<file path="src/rtl/xor_unit_arbiter.sv">
// Round-robin arbiter that shares one registered XOR unit among NUM_REQ requesters.
// One operation in flight at a time: IDLE -> ISSUE -> WAIT -> RESP -> IDLE.
module xor_unit_arbiter #(
    parameter int unsigned NUM_REQ = 4,
    parameter int unsigned WIDTH   = 8,
    parameter int unsigned ID_W    = 2
) (
    input  logic                     clk,
    input  logic                     rst,
    input  logic [NUM_REQ-1:0]       req_valid,
    input  logic [NUM_REQ*WIDTH-1:0] req_a,
    input  logic [NUM_REQ*WIDTH-1:0] req_b,
    output logic [NUM_REQ-1:0]       req_ready,
    output logic [WIDTH-1:0]         xu_in1,
    output logic [WIDTH-1:0]         xu_in2,
    input  logic [WIDTH-1:0]         xu_out1,
    output logic                     rsp_valid,
    input  logic                     rsp_ready,
    output logic [WIDTH-1:0]         rsp_data,
    output logic [ID_W-1:0]          rsp_id,
    output logic [15:0]              op_count
);

    typedef enum logic [1:0] {StIdle, StIssue, StWait, StResp} state_e;

    state_e           state_q, state_d;
    logic [ID_W-1:0]  rr_ptr_q, rr_ptr_d;
    logic [ID_W-1:0]  grant_q, grant_d;
    logic [WIDTH-1:0] xu_in1_q, xu_in1_d;
    logic [WIDTH-1:0] xu_in2_q, xu_in2_d;
    logic             rsp_valid_q, rsp_valid_d;
    logic [WIDTH-1:0] rsp_data_q, rsp_data_d;
    logic [ID_W-1:0]  rsp_id_q, rsp_id_d;
    logic [15:0]      op_count_q, op_count_d;

    logic             pick_found;
    logic [ID_W-1:0]  pick_id;
    logic [ID_W-1:0]  idx;

    // Round-robin search: first valid requester starting at rr_ptr, wrapping modulo NUM_REQ.
    always_comb begin
        pick_found = 1'b0;
        pick_id    = '0;
        idx        = '0;
        for (int unsigned k = 0; k < NUM_REQ; k++) begin
            idx = ID_W'((32'(rr_ptr_q) + k) % NUM_REQ);
            if (!pick_found && req_valid[idx]) begin
                pick_found = 1'b1;
                pick_id    = idx;
            end
        end
    end

    // Next-state and datapath updates; everything holds unless a state says otherwise.
    always_comb begin
        state_d     = state_q;
        rr_ptr_d    = rr_ptr_q;
        grant_d     = grant_q;
        xu_in1_d    = xu_in1_q;
        xu_in2_d    = xu_in2_q;
        rsp_valid_d = rsp_valid_q;
        rsp_data_d  = rsp_data_q;
        rsp_id_d    = rsp_id_q;
        op_count_d  = op_count_q;
        unique case (state_q)
            StIdle: begin
                if (pick_found) begin
                    grant_d  = pick_id;
                    xu_in1_d = req_a[32'(pick_id)*WIDTH +: WIDTH];
                    xu_in2_d = req_b[32'(pick_id)*WIDTH +: WIDTH];
                    state_d  = StIssue;
                end
            end
            StIssue: begin
                rr_ptr_d = (32'(grant_q) == NUM_REQ - 1) ? '0 : grant_q + 1'b1;
                state_d  = StWait;
            end
            StWait: begin
                // Unit result is valid this cycle; rsp_ready is irrelevant until RESP.
                rsp_data_d  = xu_out1;
                rsp_id_d    = grant_q;
                rsp_valid_d = 1'b1;
                state_d     = StResp;
            end
            StResp: begin
                if (rsp_ready) begin
                    rsp_valid_d = 1'b0;
                    op_count_d  = op_count_q + 16'd1;
                    state_d     = StIdle;
                end
            end
            default: state_d = StIdle;
        endcase
    end

    // Accept pulse is asserted only during ISSUE, one-hot on the granted requester.
    always_comb begin
        req_ready = '0;
        if (state_q == StIssue) begin
            req_ready[grant_q] = 1'b1;
        end
    end

    // State register with synchronous reset; reset aborts any in-flight operation.
    always_ff @(posedge clk) begin
        if (rst) begin
            state_q     <= StIdle;
            rr_ptr_q    <= '0;
            grant_q     <= '0;
            xu_in1_q    <= '0;
            xu_in2_q    <= '0;
            rsp_valid_q <= 1'b0;
            rsp_data_q  <= '0;
            rsp_id_q    <= '0;
            op_count_q  <= '0;
        end else begin
            state_q     <= state_d;
            rr_ptr_q    <= rr_ptr_d;
            grant_q     <= grant_d;
            xu_in1_q    <= xu_in1_d;
            xu_in2_q    <= xu_in2_d;
            rsp_valid_q <= rsp_valid_d;
            rsp_data_q  <= rsp_data_d;
            rsp_id_q    <= rsp_id_d;
            op_count_q  <= op_count_d;
        end
    end

    assign xu_in1    = xu_in1_q;
    assign xu_in2    = xu_in2_q;
    assign rsp_valid = rsp_valid_q;
    assign rsp_data  = rsp_data_q;
    assign rsp_id    = rsp_id_q;
    assign op_count  = op_count_q;

endmodule
</file>
<file path="config.mk">
export PLATFORM = sky130hd
export DESIGN_NAME = xor_unit_arbiter
export DESIGN_NICKNAME = d
export VERILOG_FILES = /design/src/rtl/xor_unit_arbiter.sv
export SDC_FILE = /design/constraint.sdc
export NUM_CORES = 1
export LEC_CHECK = 0
export CAP_MARGIN = 20
export CORE_AREA = 2 2 91 93
export CTS_BUF_LIST = sky130_fd_sc_hd__clkbuf_8
export CTS_CLUSTER_DIAMETER = 30
export DETAILED_ROUTE_END_ITERATION = 12
export DIE_AREA = 0 0 93 95
export PLACE_DENSITY_LB_ADDON = 0.12
export SYNTH_ARGS = -nofsm -noshare
export SYNTH_HDL_FRONTEND = slang
export SYNTH_SLANG_ARGS = --single-unit
</file>
<file path="constraint.sdc">
create_clock -name clk -period 2.1 [get_ports clk]
set_input_delay 0.315 -clock clk [delete_from_list [all_inputs] [get_ports clk]]
set_output_delay 0.315 -clock clk [all_outputs]
set_load 0.02 [all_outputs]
</file>
==> qor.csv, run 1 <==
stage,metric,value,unit
pwr,pwr dens,890,nW/um^2
synthesis,Yosys warning count,0,
timing,final setup skew,0.0142,ns
setup_path,Worst Path Max Fanout,6,
hold_path,hold crit path type,reg -> reg,
place,PortBufs,125,
synthesis,asr flop ratio synth,0,%
cts,CTS tree,yes,
global_routing,largest net degree at the start of global routing,34,
outcome,status,"finished, final reports clean",
setup_path,critical path required time,1.78,ns
setup_path,largest delay contributor family on the critical path,buffers and inverters,
cts,hold_buf cts,0,
detailed_routing,metal3 WL,619,microns
detailed_routing,Routed WL per cell,14.0,microns
global_routing,total global routing track utilization,15.3,%
synthesis,syn_nets,352,
timing,crit path time final,1.72,ns
floorplan,CORE AREA,7930,sq um
run,total of max-cap violations,0,
pwr,Lkg Pwr,0.00153,uW
synthesis,share of the synthesized area in the top cell type,39.1,%
setup_path,CP peak stage delay,0.65,ns
cts,clock-pin slew on the worst setup and hold paths,0.10,ns
place,dpl cell area,3910,sq um
final_layout,fillcell total,769,
detailed_routing,DRT Wirelength,6970,microns
timing,RSZ-0062 raised after global routing,no,
detailed_routing,Residual DRC,0,
setup_path,WP buf/inv,1,
final_layout,nets,480,
floorplan,row count,33,
timing,Least-Margin Pin Slew,0.727,ns
floorplan,die width,93,microns
final_layout,share of layout cells above drive strength 1,6.89,%
cts,Num CTS Buffers,5,
detailed_routing,highest metal used,met4,
synthesis,main area contributors after synthesis,"dfxtp_1, mux2i_1, ha_1",
setup_path,Setup crit end kind,primary output,
place,routability cong.,0.751,
detailed_routing,DR vias,2336,
synthesis,Mean Syn Cell Area,9.55,sq um
final_layout,diode count,0,
timing,Slew Limit Fails,0,
timing,"Hold Vio Cnt, Final",0,
detailed_routing,met2 wire length,3240,microns
synthesis,Yosys top cell by area,dfxtp_1,
floorplan,Initial Utilization,31.7,%
synthesis,post-synthesis sequential area ratio,39.1,%
final_layout,post-route cell area,4020,sq um
synthesis,Synth Instances,263,
cts,CTS max path bufs,2,
detailed_routing,drt pass-1 iters,4,
setup_path,type of the worst setup path,reg -> out,
synthesis,Synth Flop Type,dfxtp_1,
floorplan,I/O Pins,126,
timing,Worst slew margin,51.6,%
timing,final setup violation count,0,
place,Detail Placement HPWL,5210,microns
cts,H-tree levels,2,
cts,CTS Root Cell,clkbuf_8,
detailed_routing,Vias per Instance,4.70,
synthesis,Synth top cells by count,"dfxtp_1, mux2i_1, nor2_1, nand2_1, a21oi_1",
detailed_routing,First DRT Iteration DRCs,69,
global_routing,initial antenna violation count,0,
synthesis,"EDFF count, synth",0,
setup_path,slowest CP cell,clkdlybuf4s50_1,
global_routing,vias in the first global route,2215,
timing,period utilisation layout,82.1,%
setup_path,critical path launch point type,flip-flop,
cts,Post-CTS Setup Bufs,0,
floorplan,Die H,95,microns
cts,Resize count post-CTS,1,
synthesis,Mapped Area,2510,sq um
setup_path,WP data arrival,1.41,ns
synthesis,synth unique cells,34,
synthesis,post-synthesis register bit count,49,
synthesis,most common cell in the synthesized netlist,dfxtp_1,
cts,clock sink total,49,
timing,fmax,580,MHz
floorplan,Die Area,8840,sq um
global_routing,Overflow after GRT,0,
pwr,Max rail drop VDD,0.348,mV
final_layout,area of the multi-input gates,1400,sq um
global_routing,global-route wire length before repair,10700,microns
timing,setup TNS,0,ns
setup_path,cells along the critical path,clkdlybuf4s50_1,
final_layout,layout overhead on the synthesized area,59.9,%
detailed_routing,"antenna viol nets, final",0,
final_layout,Reg area,981,sq um
detailed_routing,DRT met1 WL,3060,microns
cts,clk_lat worst skew,0.30,ns
==> cell usage in the layout (no fill, tap or decap), types with 5 or more instances in the layout <==
master and count:
o221ai_2 6, clkbuf_8 6, ha_1 9, clkdlybuf4s50_1 121
buf_4 7, xnor2_1 5, nand2_1 23, o221ai_1 10
inv_1 8, xor2_1 6, nor2_1 33, nand3_1 7
mux2i_1 45, dfxtp_1 49, a21oi_1 11
==> cell type report <==
type,count,share of cell area [%]
Tap cell,105,3.27
Clock inverter,2,0.343
Multi-Input combinational cell,192,34.9
Timing Repair Buffer,135,34.2
Clock buffer,6,2.06
Sequential cell,49,24.4
Inverter,8,0.748
==> kinds of logic (layout without fill, tap and decap cells) <==
kind of cell | after synthesis | count (layout) | share of synthesized area [%]
simple gates | 89 | 89 | 16.5
flops | 49 | 49 | 39.1
mux | 45 | 45 | 17.9
compound gates | 37 | 37 | 12.5
buf+inv | 22 | 151 | 5.18
xor+xnor | 11 | 11 | 3.84
fa+ha+maj | 10 | 10 | 4.98
==> metrics by stage <==
step                      std cells  total power, uW  utilization (%)  hold WS (ns)  setup WS [ns]
after floorplan                 263             2290                -         0.462          0.508
after global placement          489             2990             49.3         0.441         0.0722
after detailed placement        489             3020             49.3         0.450         0.0572
after CTS                       497             3620             50.5         0.470        0.00710
after global routing            497             3800             50.6         0.494          0.239
final                           497             3570             50.6         0.464          0.376
==> worst paths after layout <==
| kind | depth (start not counted) | end | slack [ns] | from |
|---|---|---|---|---|
| min | 2 | xu_in2[7] | 0.46 | xu_in2[7] |
| min reg2reg | 2 | xu_in2[7] | 0.46 | xu_in2[7] |
| max | 1 | op_count[3] | 0.38 | op_count[3] |
| max reg2reg | 5 | op_count[5] | 0.39 | state_q[0] |
==> metal layers <==
metal,track usage [%],up-vias
met5,0,-
met3,5.43,4
li1,-,1182
met1,18.8,1065
met2,25.6,85
met4,3.68,0
==> where the power goes <==
group / switching [uW] / total (uW) / internal, uW / leakage (uW)
Clock: 332 / 600 / 268 / 0.0000512
Sequential: 129 / 1270 / 1140 / 0.000400
Combinational: 828 / 1710 / 878 / 0.00108
Total: 1290 / 3570 / 2280 / 0.00153
==> flip-flops by register name, indices dropped and copies added (netlist names) <==
register   count
xu_in1         8
op_count      16
rsp_data       8
grant_q        2
state_q        2
xu_in2         8
rsp_valid      1
rsp_id         2
rr_ptr_q       2
(Power assumes the default switching activity.)
==> inputs of run 2 (changes only) <==
==> constraint.sdc (replaced) <==
create_clock -name clk -period 1.48 [get_ports clk]
set_input_delay 0.222 -clock clk [delete_from_list [all_inputs] [get_ports clk]]
set_output_delay 0.222 -clock clk [all_outputs]
set_load 0.02 [all_outputs]
==> qor.csv, run 2 (synthesis gave the netlist of run 1 again) <==
stage,metric,value,unit
timing,final setup violation count,14,
cts,CTS max path bufs,2,
cts,Num CTS Buffers,5,
timing,Slew Limit Fails,0,
final_layout,share of layout cells above drive strength 1,30.2,%
place,routability cong.,0.751,
setup_path,type of the worst setup path,reg -> reg,
detailed_routing,Vias per Instance,4.79,
detailed_routing,"antenna viol nets, final",0,
final_layout,layout overhead on the synthesized area,91.2,%
floorplan,die width,93,microns
setup_path,Worst Path Max Fanout,5,
final_layout,"commonest cells after routing, fill and taps aside","clkdlybuf4s50_1, dfxtp_1, buf_4",
timing,Worst slew margin,77.3,%
setup_path,CP peak stage delay,0.32,ns
setup_path,largest delay contributor family on the critical path,compound AO/OA/AOI/OAI gates,
global_routing,Overflow after GRT,0,
timing,WHS,0.469,ns
setup_path,slowest CP cell,dfxtp_1,
setup_path,WP data arrival,1.69,ns
detailed_routing,Routed WL per cell,14.9,microns
global_routing,vias in the first global route,2470,
global_routing,largest net degree at the start of global routing,34,
global_routing,global-route wire length before repair,12000,microns
cts,hold_buf cts,0,
timing,period utilisation layout,102,%
floorplan,CORE AREA,7930,sq um
cts,clock-pin slew on the worst setup and hold paths,0.09,ns
pwr,Max rail drop VDD,0.486,mV
timing,"Hold Vio Cnt, Final",0,
detailed_routing,DRT Wirelength,8100,microns
pwr,Lkg Pwr,0.00208,uW
cts,CTS tree,yes,
place,"worst slack, placed",-0.589,ns
timing,Final WS setup,-0.0306,ns
timing,RSZ-0062 raised after global routing,yes,
setup_path,Setup crit end kind,flip-flop,
hold_path,hold crit path type,reg -> reg,
cts,clk_lat worst skew,0.30,ns
cts,clock sink total,49,
final_layout,"commonest non-fill, non-tap cell in the layout",clkdlybuf4s50_1,
detailed_routing,highest metal used,met4,
detailed_routing,Residual DRC,0,
outcome,failing checks,negative setup slack,
detailed_routing,DRT met1 WL,3270,microns
final_layout,fillcell total,701,
floorplan,Die Area,8840,sq um
floorplan,row count,33,
outcome,status,"complete, but fails checks",
setup_path,critical path required time,1.66,ns
global_routing,initial antenna violation count,0,
timing,fmax,662,MHz
timing,final setup skew,0.00955,ns
detailed_routing,DR vias,2594,
setup_path,WP buf/inv,2,
cts,CTS Root Cell,clkbuf_8,
detailed_routing,First DRT Iteration DRCs,36,
floorplan,Initial Utilization,31.7,%
final_layout,max reg flops,16,
timing,crit path time final,1.51,ns
place,PortBufs,125,
setup_path,cells along the critical path,a21oi_1 -> o21ai_1 -> a21oi_4 -> buf_4 -> clkbuf_16 -> mux2i_1 -> o221ai_2,
pwr,pwr dens,1250,nW/um^2
detailed_routing,metal3 WL,588,microns
floorplan,Die H,95,microns
run,total of max-cap violations,0,
timing,Least-Margin Pin Slew,0.341,ns
final_layout,diode count,0,
detailed_routing,met2 wire length,4210,microns
global_routing,total global routing track utilization,16.9,%
setup_path,critical path launch point type,flip-flop,
cts,H-tree levels,2,
detailed_routing,drt pass-1 iters,4,
place,Detail Placement HPWL,5440,microns
final_layout,nets,525,
floorplan,I/O Pins,126,
==> run 2: cell count changes in the layout (fill, tap and decap cells not counted), sizes merged, moves of 2 or more <==
cell / previous run / this run
clkdlybuf4s50: 121 / 74
buf: 10 / 55
dlygate4sd2: 0 / 39
dlymetal6s2s: 4 / 7
clkbuf: 6 / 8
==> run 2: worst reg2reg max path, stage by stage, from the launching register on <==
cell	delay, ns
dfxtp_1	0.32
a21oi_1	0.12
o21ai_1	0.10
a21oi_4	0.17
buf_4	0.18
clkbuf_16	0.16
mux2i_1	0.23
o221ai_2	0.11
==> run 2: metrics by stage <==
step	utilization, %	area, sq um	instances	power (uW)	setup TNS (ns)
6_report	60.6	4800	542	6000	-0.120
4_1_cts	55.5	4400	535	5660	-0.894
3_3_place_gp	52.2	4140	517	4470	-13.75
3_5_place_dp	52.2	4140	517	4510	-13.56
2_1_floorplan	-	2540	263	3290	0
5_1_grt	60.6	4800	542	6390	-2.56
==> run 2: timing repair <==
action,in CTS,in global routing
buffers inserted,7,4
setup endpoints to repair,64,39
gates resized for setup,92,56
cloned,3,4
pin swaps,9,15
==> run 2: worst paths after layout <==
| check | start | end | slack, ns | cells past startpoint |
|---|---|---|---|---|
| hold reg to reg | xu_in2[2] | xu_in2[2] | 0.47 | 2 |
| setup / recovery | rr_ptr_q[1] | xu_in2[2] | -0.03 | 7 |
| setup reg to reg | rr_ptr_q[1] | xu_in2[2] | -0.03 | 7 |
| hold / removal | xu_in2[2] | xu_in2[2] | 0.47 | 2 |
==> run 2: final cells by class <==
| type | count | area [sq um] | area share (%) |
|---|---|---|---|
| Clock inverter | 3 | 42.5 | 0.886 |
| Multi-Input combinational cell | 193 | 1790 | 37.3 |
| Tap cell | 105 | 131 | 2.74 |
| Sequential cell | 49 | 997 | 20.8 |
| Clock buffer | 5 | 68.8 | 1.43 |
| Inverter | 8 | 30.0 | 0.625 |
| Timing Repair Buffer | 179 | 1740 | 36.2 |
==> run 2: where the power goes <==
group	internal [uW]	switching [uW]	total (uW)	leakage, uW
Combinational	1730	1480	3200	0.00161
Clock	502	476	978	0.0000595
Sequential	1640	182	1820	0.000403
Total	3860	2140	6000	0.00208
==> run 2: routing by layer <==
layer	track usage, %	vias up
met5	0	-
met4	3.31	0
met3	5.43	2
met2	29.4	80
met1	20.6	1231
li1	-	1281
==> inputs of run 3 (changes only) <==
==> constraint.sdc (replaced) <==
create_clock -name clk -period 1.8 [get_ports clk]
set_input_delay 0.27 -clock clk [delete_from_list [all_inputs] [get_ports clk]]
set_output_delay 0.27 -clock clk [all_outputs]
set_load 0.02 [all_outputs]
==> qor.csv, run 3 (synthesis gave the netlist of run 1 again) <==
stage,metric,value,unit
place,routability cong.,0.755,
pwr,Lkg Pwr,0.00150,uW
setup_path,type of the worst setup path,in -> reg,
final_layout,diode count,0,
global_routing,vias in the first global route,2242,
timing,Worst slew margin,50.7,%
place,Detail Placement HPWL,5170,microns
cts,clk_lat worst skew,0.30,ns
final_layout,fillcell total,783,
detailed_routing,DRT Wirelength,6780,microns
pwr,pwr dens,1020,nW/um^2
detailed_routing,DR vias,2331,
setup_path,Worst Path Max Fanout,16,
final_layout,layout overhead on the synthesized area,62.2,%
cts,H-tree levels,2,
timing,final setup violation count,0,
floorplan,row count,33,
timing,Least-Margin Pin Slew,0.739,ns
final_layout,max reg flops,16,
global_routing,Overflow after GRT,0,
detailed_routing,Routed WL per cell,13.4,microns
final_layout,Layout Utilization,51.4,%
timing,fmax,595,MHz
timing,"Hold Vio Cnt, Final",0,
global_routing,initial antenna violation count,0,
floorplan,Initial Utilization,31.7,%
detailed_routing,First DRT Iteration DRCs,74,
cts,clock-pin slew on the worst setup and hold paths,0.09,ns
cts,CTS Root Cell,clkbuf_8,
final_layout,"commonest cells after routing, fill and taps aside","clkdlybuf4s50_1, dfxtp_1, mux2i_1",
cts,Post-CTS Setup Bufs,0,
global_routing,largest net degree at the start of global routing,34,
final_layout,nets,489,
detailed_routing,drt pass-1 iters,4,
run,total of max-cap violations,0,
detailed_routing,Vias per Instance,4.62,
timing,final setup skew,0.00825,ns
detailed_routing,Residual DRC,0,
setup_path,WP data arrival,1.85,ns
final_layout,area of the multi-input gates,1410,sq um
detailed_routing,"antenna viol nets, final",0,
floorplan,Die Area,8840,sq um
timing,period utilisation layout,93.4,%
final_layout,"commonest non-fill, non-tap cell in the layout",clkdlybuf4s50_1,
cts,Num CTS Buffers,5,
cts,hold_buf cts,0,
timing,crit path time final,1.68,ns
floorplan,Die H,95,microns
final_layout,Reg area,983,sq um
final_layout,share of layout cells above drive strength 1,10.0,%
setup_path,critical path required time,1.97,ns
setup_path,Setup crit end kind,flip-flop,
hold_path,hold crit path type,reg -> reg,
floorplan,CORE AREA,7930,sq um
pwr,Max rail drop VDD,0.364,mV
cts,CTS max path bufs,2,
timing,setup TNS,0,ns
pwr,total power,4170,uW
floorplan,die width,93,microns
cts,CTS tree,yes,
cts,clock sink total,49,
outcome,status,"finished, final reports clean",
floorplan,I/O Pins,126,
timing,WHS,0.469,ns
global_routing,total global routing track utilization,15.2,%
timing,Slew Limit Fails,0,
timing,RSZ-0062 raised after global routing,yes,
setup_path,critical path launch point type,input port,
global_routing,global-route wire length before repair,10600,microns
place,PortBufs,125,
[run 3: cell types whose count changed in the layout (fill, tap and decap cells not counted), moves of 7 or more]
cell	delta
clkdlybuf4s50_1	+47
buf_4	-24
dlygate4sd2_1	-39
mux2i_4	-12
dlymetal6s2s_1	-7
o221ai_1	+10
mux2i_1	+17
o221ai_2	-10
[run 3: stage by stage]
step / cells / setup slack (ns) / area (sq um)
floorplan: 263 / 0.208 / 2510
global placement: 498 / -0.180 / 3970
detailed placement: 498 / -0.230 / 3970
CTS: 505 / 0.0347 / 4060
global route: 505 / -0.0124 / 4070
finish: 505 / 0.120 / 4070
[run 3: cell type report]
cell class	instances	area share, %
multi-input cells	192	34.7
repair buffers	144	35.0
clock buffers	6	2.03
inverters	8	0.737
well taps	105	3.23
clock inverters	1	0.184
flip-flops and latches	49	24.1
[run 3: worst max-delay path, cell delays in order]
cell and delay, ns:
clkdlybuf4s50_1 0.45, buf_4 0.16, a22o_1 0.20, a221oi_2 0.27, nand2b_1 0.19, buf_12 0.17
o221ai_1 0.14
[run 3: power by group]
part           leakage (uW)  internal [uW]  total, uW  switching, uW
clock             0.0000433            304        664            360
sequential         0.000400           1330       1480            150
combinational       0.00105           1060       2020            968
total               0.00150           2690       4170           1480
[run 3: path summary, 6_finish.rpt]
kind	from	to	slack [ns]	depth (start not counted)
max	req_valid[0]	xu_in1[7]	0.12	7
max reg2reg	state_q[1]	op_count[14]	0.16	5
min	xu_in1[1]	xu_in1[1]	0.47	2
min reg2reg	xu_in1[1]	xu_in1[1]	0.47	2
[run 3: layer usage]
metal	GRT usage, %	share of wire (%)	wire length (microns)
met5	0	0	0
met4	4.78	1.2	78
met3	4.95	8.1	550
met2	26.0	47	3200
met1	18.0	43	2950
[run 3: timing repair]
item	4_1_cts	5_1_grt
setup endpoints to repair	4	14
gates cloned	0	0
gates resized for setup	4	10
